**config.mk**
```make
export PLATFORM = sky130hd
export DESIGN_NAME = dpll_acq_sequencer
export DESIGN_NICKNAME = d
export VERILOG_FILES = /design/src/rtl/dpll_acq_sequencer.sv
export SDC_FILE = /design/constraint.sdc
export NUM_CORES = 1
export LEC_CHECK = 0
export BUFFER_PORTS_ARGS = -buffer_cell sky130_fd_sc_hd__buf_2
export CAP_MARGIN = 30
export CORE_UTILIZATION = 45
export DETAILED_ROUTE_END_ITERATION = 16
export HOLD_SLACK_MARGIN = 0.05
export PLACE_DENSITY = 0.69
export REMOVE_ABC_BUFFERS = 1
export SLEW_MARGIN = 10
export SYNTH_ARGS = -nofsm -noshare
export SYNTH_HDL_FRONTEND = slang
export SYNTH_SLANG_ARGS = --single-unit
export TNS_END_PERCENT = 1
```
**constraint.sdc**
```tcl
create_clock -name clk_ref -period 3.22 [get_ports clk_ref]
set_input_delay 0.483 -clock clk_ref [delete_from_list [all_inputs] [get_ports clk_ref]]
set_output_delay 0.483 -clock clk_ref [all_outputs]
set_load 0.02 [all_outputs]
```
**src/rtl/dpll_acq_sequencer.sv**
```systemverilog
// DPLL acquisition/relock sequencer: coarse -> fine -> locked tracking with
// debounced lock qualification, bounded retries and a sticky fault state.
module dpll_acq_sequencer #(
  parameter int COARSE_CYC   = 64,
  parameter int FINE_TIMEOUT = 256,
  parameter int LOCK_QUAL    = 16,
  parameter int UNLOCK_QUAL  = 4,
  parameter int MAX_RETRY    = 3
) (
  input  logic       clk_ref,
  input  logic       rst,
  input  logic       enable,
  input  logic       lock_raw,
  output logic [1:0] gain_sel,
  output logic       dco_freeze,
  output logic       lock,
  output logic       relock_evt,
  output logic       acq_fail,
  output logic [2:0] state,
  output logic [3:0] retry_cnt
);

  localparam logic [2:0] S_IDLE   = 3'd0;
  localparam logic [2:0] S_COARSE = 3'd1;
  localparam logic [2:0] S_FINE   = 3'd2;
  localparam logic [2:0] S_LOCKED = 3'd3;
  localparam logic [2:0] S_FAULT  = 3'd4;

  localparam int M1   = (COARSE_CYC > FINE_TIMEOUT) ? COARSE_CYC : FINE_TIMEOUT;
  localparam int M2   = (LOCK_QUAL > UNLOCK_QUAL) ? LOCK_QUAL : UNLOCK_QUAL;
  localparam int MAXP = (M1 > M2) ? M1 : M2;
  localparam int CW   = $clog2(MAXP) + 1;

  // Terminal values are compared against the pre-increment count, so the
  // transition lands on exactly the N-th counted cycle.
  localparam logic [CW-1:0] COARSE_LAST = CW'(COARSE_CYC - 1);
  localparam logic [CW-1:0] FINE_LAST   = CW'(FINE_TIMEOUT - 1);
  localparam logic [CW-1:0] LQ_LAST     = CW'(LOCK_QUAL - 1);
  localparam logic [CW-1:0] UQ_LAST     = CW'(UNLOCK_QUAL - 1);
  localparam logic [3:0]    RETRY_MAX   = 4'(MAX_RETRY);

  logic [2:0]    state_q, state_d;
  logic [CW-1:0] cyc_q, cyc_d;
  logic [CW-1:0] lq_q, lq_d;
  logic [CW-1:0] uq_q, uq_d;
  logic [3:0]    retry_q, retry_d;
  logic          relock_d;
  logic [1:0]    gain_q;
  logic          freeze_q, lock_q, relock_q, fail_q;
  logic [4:0]    outs_d;

  function automatic logic [CW-1:0] sat_inc(input logic [CW-1:0] v);
    return (&v) ? v : v + CW'(1);
  endfunction

  // Output word {gain_sel, dco_freeze, lock, acq_fail} for a given state.
  function automatic logic [4:0] out_dec(input logic [2:0] s);
    case (s)
      S_COARSE: return {2'd3, 1'b0, 1'b0, 1'b0};
      S_FINE:   return {2'd2, 1'b0, 1'b0, 1'b0};
      S_LOCKED: return {2'd1, 1'b0, 1'b1, 1'b0};
      S_FAULT:  return {2'd0, 1'b1, 1'b0, 1'b1};
      default:  return {2'd0, 1'b1, 1'b0, 1'b0};
    endcase
  endfunction

  always_comb begin
    state_d  = state_q;
    cyc_d    = cyc_q;
    lq_d     = lq_q;
    uq_d     = uq_q;
    retry_d  = retry_q;
    relock_d = 1'b0;
    if (!enable) begin
      state_d = S_IDLE;
      cyc_d   = '0;
      lq_d    = '0;
      uq_d    = '0;
      retry_d = '0;
    end else begin
      case (state_q)
        S_IDLE: begin
          state_d = S_COARSE;
          cyc_d   = '0;
          lq_d    = '0;
          uq_d    = '0;
          retry_d = '0;
        end
        S_COARSE: begin
          if (cyc_q == COARSE_LAST) begin
            state_d = S_FINE;
            cyc_d   = '0;
            lq_d    = '0;
            uq_d    = '0;
          end else begin
            cyc_d = sat_inc(cyc_q);
          end
        end
        S_FINE: begin
          cyc_d = sat_inc(cyc_q);
          lq_d  = lock_raw ? sat_inc(lq_q) : '0;
          // Lock qualification takes precedence over a coincident timeout.
          if (lock_raw && (lq_q == LQ_LAST)) begin
            state_d = S_LOCKED;
            cyc_d   = '0;
            lq_d    = '0;
            uq_d    = '0;
            retry_d = '0;
          end else if (cyc_q == FINE_LAST) begin
            cyc_d = '0;
            lq_d  = '0;
            uq_d  = '0;
            if (retry_q < RETRY_MAX) begin
              retry_d = retry_q + 4'd1;
              state_d = S_COARSE;
            end else begin
              state_d = S_FAULT;
            end
          end
        end
        S_LOCKED: begin
          uq_d = lock_raw ? '0 : sat_inc(uq_q);
          if (!lock_raw && (uq_q == UQ_LAST)) begin
            state_d  = S_FINE;
            relock_d = 1'b1;
            cyc_d    = '0;
            lq_d     = '0;
            uq_d     = '0;
          end
        end
        S_FAULT: ;
        default: state_d = S_IDLE;
      endcase
    end
  end

  assign outs_d = out_dec(state_d);

  always_ff @(posedge clk_ref or posedge rst) begin
    if (rst) begin
      state_q  <= S_IDLE;
      cyc_q    <= '0;
      lq_q     <= '0;
      uq_q     <= '0;
      retry_q  <= '0;
      gain_q   <= 2'd0;
      freeze_q <= 1'b1;
      lock_q   <= 1'b0;
      relock_q <= 1'b0;
      fail_q   <= 1'b0;
    end else begin
      state_q  <= state_d;
      cyc_q    <= cyc_d;
      lq_q     <= lq_d;
      uq_q     <= uq_d;
      retry_q  <= retry_d;
      gain_q   <= outs_d[4:3];
      freeze_q <= outs_d[2];
      lock_q   <= outs_d[1];
      fail_q   <= outs_d[0];
      relock_q <= relock_d;
    end
  end

  assign gain_sel   = gain_q;
  assign dco_freeze = freeze_q;
  assign lock       = lock_q;
  assign relock_evt = relock_q;
  assign acq_fail   = fail_q;
  assign state      = state_q;
  assign retry_cnt  = retry_q;

endmodule

```
==> summary.md <==
| Metric | Value |
|---|---|
| Largest cells by area after synthesis | `dfrtp_1 (43%), o21ai_0 (3.8%), ha_1 (3.3%)` |
| Setup crit start kind | `register` |
| Crit-path leading delay family | `simple AND/OR/NAND/NOR gates` |
| DP Wirelength | `3160 um` |
| Placer Congestion | `around 0.79` |
| Clock Pin Slew Worst Setup and Hold Paths | `about 0.08 ns` |
| Yosys reg bits | `40` |
| Iter 0 DRT Violations | `110` |
| Worst VDD drop | `162 uV` |
| Share of the yosys chip area belonging to registers | `0.444` |
| Clock tree buffer depth | `2` |
| Final Util | `0.522` |
| Hold slack | `0.300 ns` |
| Critical Path AT | `2.62 ns` |
| Core Rows | `25` |
| Fin Setup TNS | `0 ns` |
| FF-to-FF path depth | `6` |
| CP Data Required Time | `3.44 ns` |
| Die Ht | `72.8 um` |
| Tmin final | `2.39 ns` |
| CTS Buf Count | `5` |
| Post-Syn Area | `roughly 2300 um^2` |
| First-pass GRT wire length | `7660 um` |
| WL/cell | `around 14 um` |
| Synth Instances | `~240` |
| Insertion delay to the later sink of the worst-skew pair | `0.29 ns` |
| Clk_skew | `0.00867 ns` |
| Synth Flop Type | `dfrtp_1` |
| Routed via count | `about 1900` |
| Worst-Margin Slew | `0.525 ns` |
| Largest net degree at the start of global routing | `41` |
| Vias in the first global route | `about 1700` |
| # port buffers | `16` |
| Share of the synthesized area in the top cell type | `0.432` |
| Area of the multi-input gates | `1170 um^2` |
| Cell variety after synth | `between 50 and 60` |
| Worst path cell trace | `ha_1 -> nor4b_1 -> nand4b_1 -> and3_1 -> or4_1 -> a21oi_1` |
| Buf/Inv on CP | `0` |
| Post-synth EDFFs | `0` |
| Area grow syn2layout | `10.7%` |
| DRC violations left | `0` |
| Hold Buf Count CTS | `0` |
| Power, Total | `0.902 mW` |
| CTS tree | `yes` |
| CORE AREA | `4790 um^2` |
| Root Buffer | `clkbuf_8` |
| Avg Inst Size Synth | `9.44 um^2` |
| Register area | `approximately 1000 um^2` |
| Final setup viols | `0` |
| Maxcap violations | `0` |
| Total Wirelength | `4440 um` |
| Die area | `5300 um^2` |
| Biggest area consumer among synthesized cells | `dfrtp_1` |
| Total grt overflow | `0` |
| CP Class | `reg2reg` |
| Layout fillers | `459` |
| RSZ-0062 raised after global routing | `no` |
| DR vias/cell | `5.71` |
| Commonest non-fill, non-tap cells in the layout | `dfrtp_1 (39), nor2_1 (19), o21ai_0 (17)` |
| Post-route ant nets | `0` |
| Ant diodes | `0` |
| Worst hold path class | `in2async` |
| DIE WIDTH | `approximately 73 um` |
| Pins Over Slew Limit | `0` |
| Overall routing resource usage | `0.184` |
| Async set-reset flop share out of synthesis | `1.00` |
| Maximum fanout along the worst path | `13` |
| Achievable frequency | `between 400 and 500 MHz` |
| Leak Pwr | `approximately 1.1 nW` |
| Sink Count | `40` |
| Setup bufs post-CTS | `0` |
| Crit share post-route | `0.744` |
| PwrDens | `361 nW/um^2` |
| Final Hold Viols | `0` |
| Crit. End Element | `register` |
| Status | `complete, no violations` |
| Most common cell after layout, fill and taps aside | `dfrtp_1` |
| H-tree depth | `2` |
| Rel. slew slack | `0.645` |
| Share of layout cells above drive strength 1 | `0.147` |
| Top Ports | `17` |
| Initial antenna violation count | `0` |
| Critical-path top delay cell | `or4_1` |
| Yosys Warn Count | `0` |
| Nets@finish | `267` |
| DRT Pass-1 Iters | `4` |
| Initial core utilization | `0.472` |
| Largest stage delay on the critical path | `0.54 ns` |
| Post_cts resized | `0` |
| Critical path depth | `6` |
## where the power goes
part           internal [mW]  switching [mW]  leakage [nW]
combinational         0.0158          0.0335         0.537
sequential             0.507         0.00397         0.547
clock                  0.175           0.167        0.0455
## metrics by stage
step / instances / cell area (um^2) / worst slack [ns]
2_1_floorplan: 230 / 2210 / 1.00
3_3_place_gp: 317 / 2410 / 0.969
3_5_place_dp: 317 / 2410 / 0.855
4_1_cts: 325 / 2500 / 0.831
5_1_grt: 325 / 2500 / 0.563
6_report: 325 / 2500 / 0.825
## sequential cells by signal, summed over array words and instances, names as in the netlist
name / cells
dco_freeze: 1
state: 3
retry_cnt: 4
gain_sel: 2
lq_q: 9
lock: 1
cyc_q: 9
relock_evt: 1
acq_fail: 1
uq_q: 9
## Yosys cell counts (4+ instances only)
| cell | number |
|---|---|
| a21boi_0 | 4 |
| nor2b_1 | 7 |
| nor3_1 | 8 |
| a21oi_1 | 12 |
| dfrtp_1 | 39 |
| nand3_1 | 10 |
| nand4_1 | 7 |
| nor2_1 | 19 |
| nor3b_1 | 5 |
| clkbuf_1 | 7 |
| a21o_1 | 4 |
| or3_1 | 6 |
| ha_1 | 6 |
| and3_1 | 5 |
| nor4b_1 | 4 |
| o21ai_0 | 17 |
| inv_1 | 11 |
| nand2_1 | 10 |
## area by class of cell
type,count,share of cell area
clock buffer,8,0.0361
inverter,11,0.0165
multi-input combinational,179,0.469
sequential,40,0.401
tap,67,0.0336
timing repair buffer,20,0.0441
## metal layers
layer / vias to the layer above / wire length [um] / track usage
met5: - / 0 / 0
met4: 0 / 60 / 0.0675
met3: 5 / 136 / 0.0345
met2: 34 / 2030 / 0.299
met1: 884 / 2220 / 0.245
li1: 932 / - / -
## tightest hold or removal path, delay by kind of cell
family	cells	cell delay, ns
buffers and inverters	3	0.55
## kinds of logic (layout without fill, tap and decap cells)
logic type | Yosys count | in the layout | synth area share
AO/OA/AOI/OAI | 67 | 67 | 0.208
XOR/XNOR | 4 | 4 | 0.0155
adder cells (fa/ha/maj) | 6 | 6 | 0.0333
buffers and inverters | 20 | 39 | 0.0371
flip-flops | 40 | 40 | 0.444
multiplexers | 1 | 1 | 0.00499
AND/OR/NAND/NOR | 101 | 101 | 0.257
## worst paths after layout
| kind | from | end | slack, ns |
|---|---|---|---|
| setup / recovery | uq_q[0]$_DFFE_PP0P_ | cyc_q[3]$_DFFE_PP0P_ | 0.83 |
| hold / removal | rst | lq_q[6]$_DFFE_PP0P_ | 0.30 |
| setup reg to reg | uq_q[0]$_DFFE_PP0P_ | cyc_q[3]$_DFFE_PP0P_ | 0.83 |
| hold reg to reg | uq_q[0]$_DFFE_PP0P_ | uq_q[0]$_DFFE_PP0P_ | 0.50 |
| max in group asynchronous | rst | dco_freeze$_DFF_PP1_ | 2.56 |
| min in group clk_ref | uq_q[0]$_DFFE_PP0P_ | uq_q[0]$_DFFE_PP0P_ | 0.50 |
(Power assumes the default switching activity.)
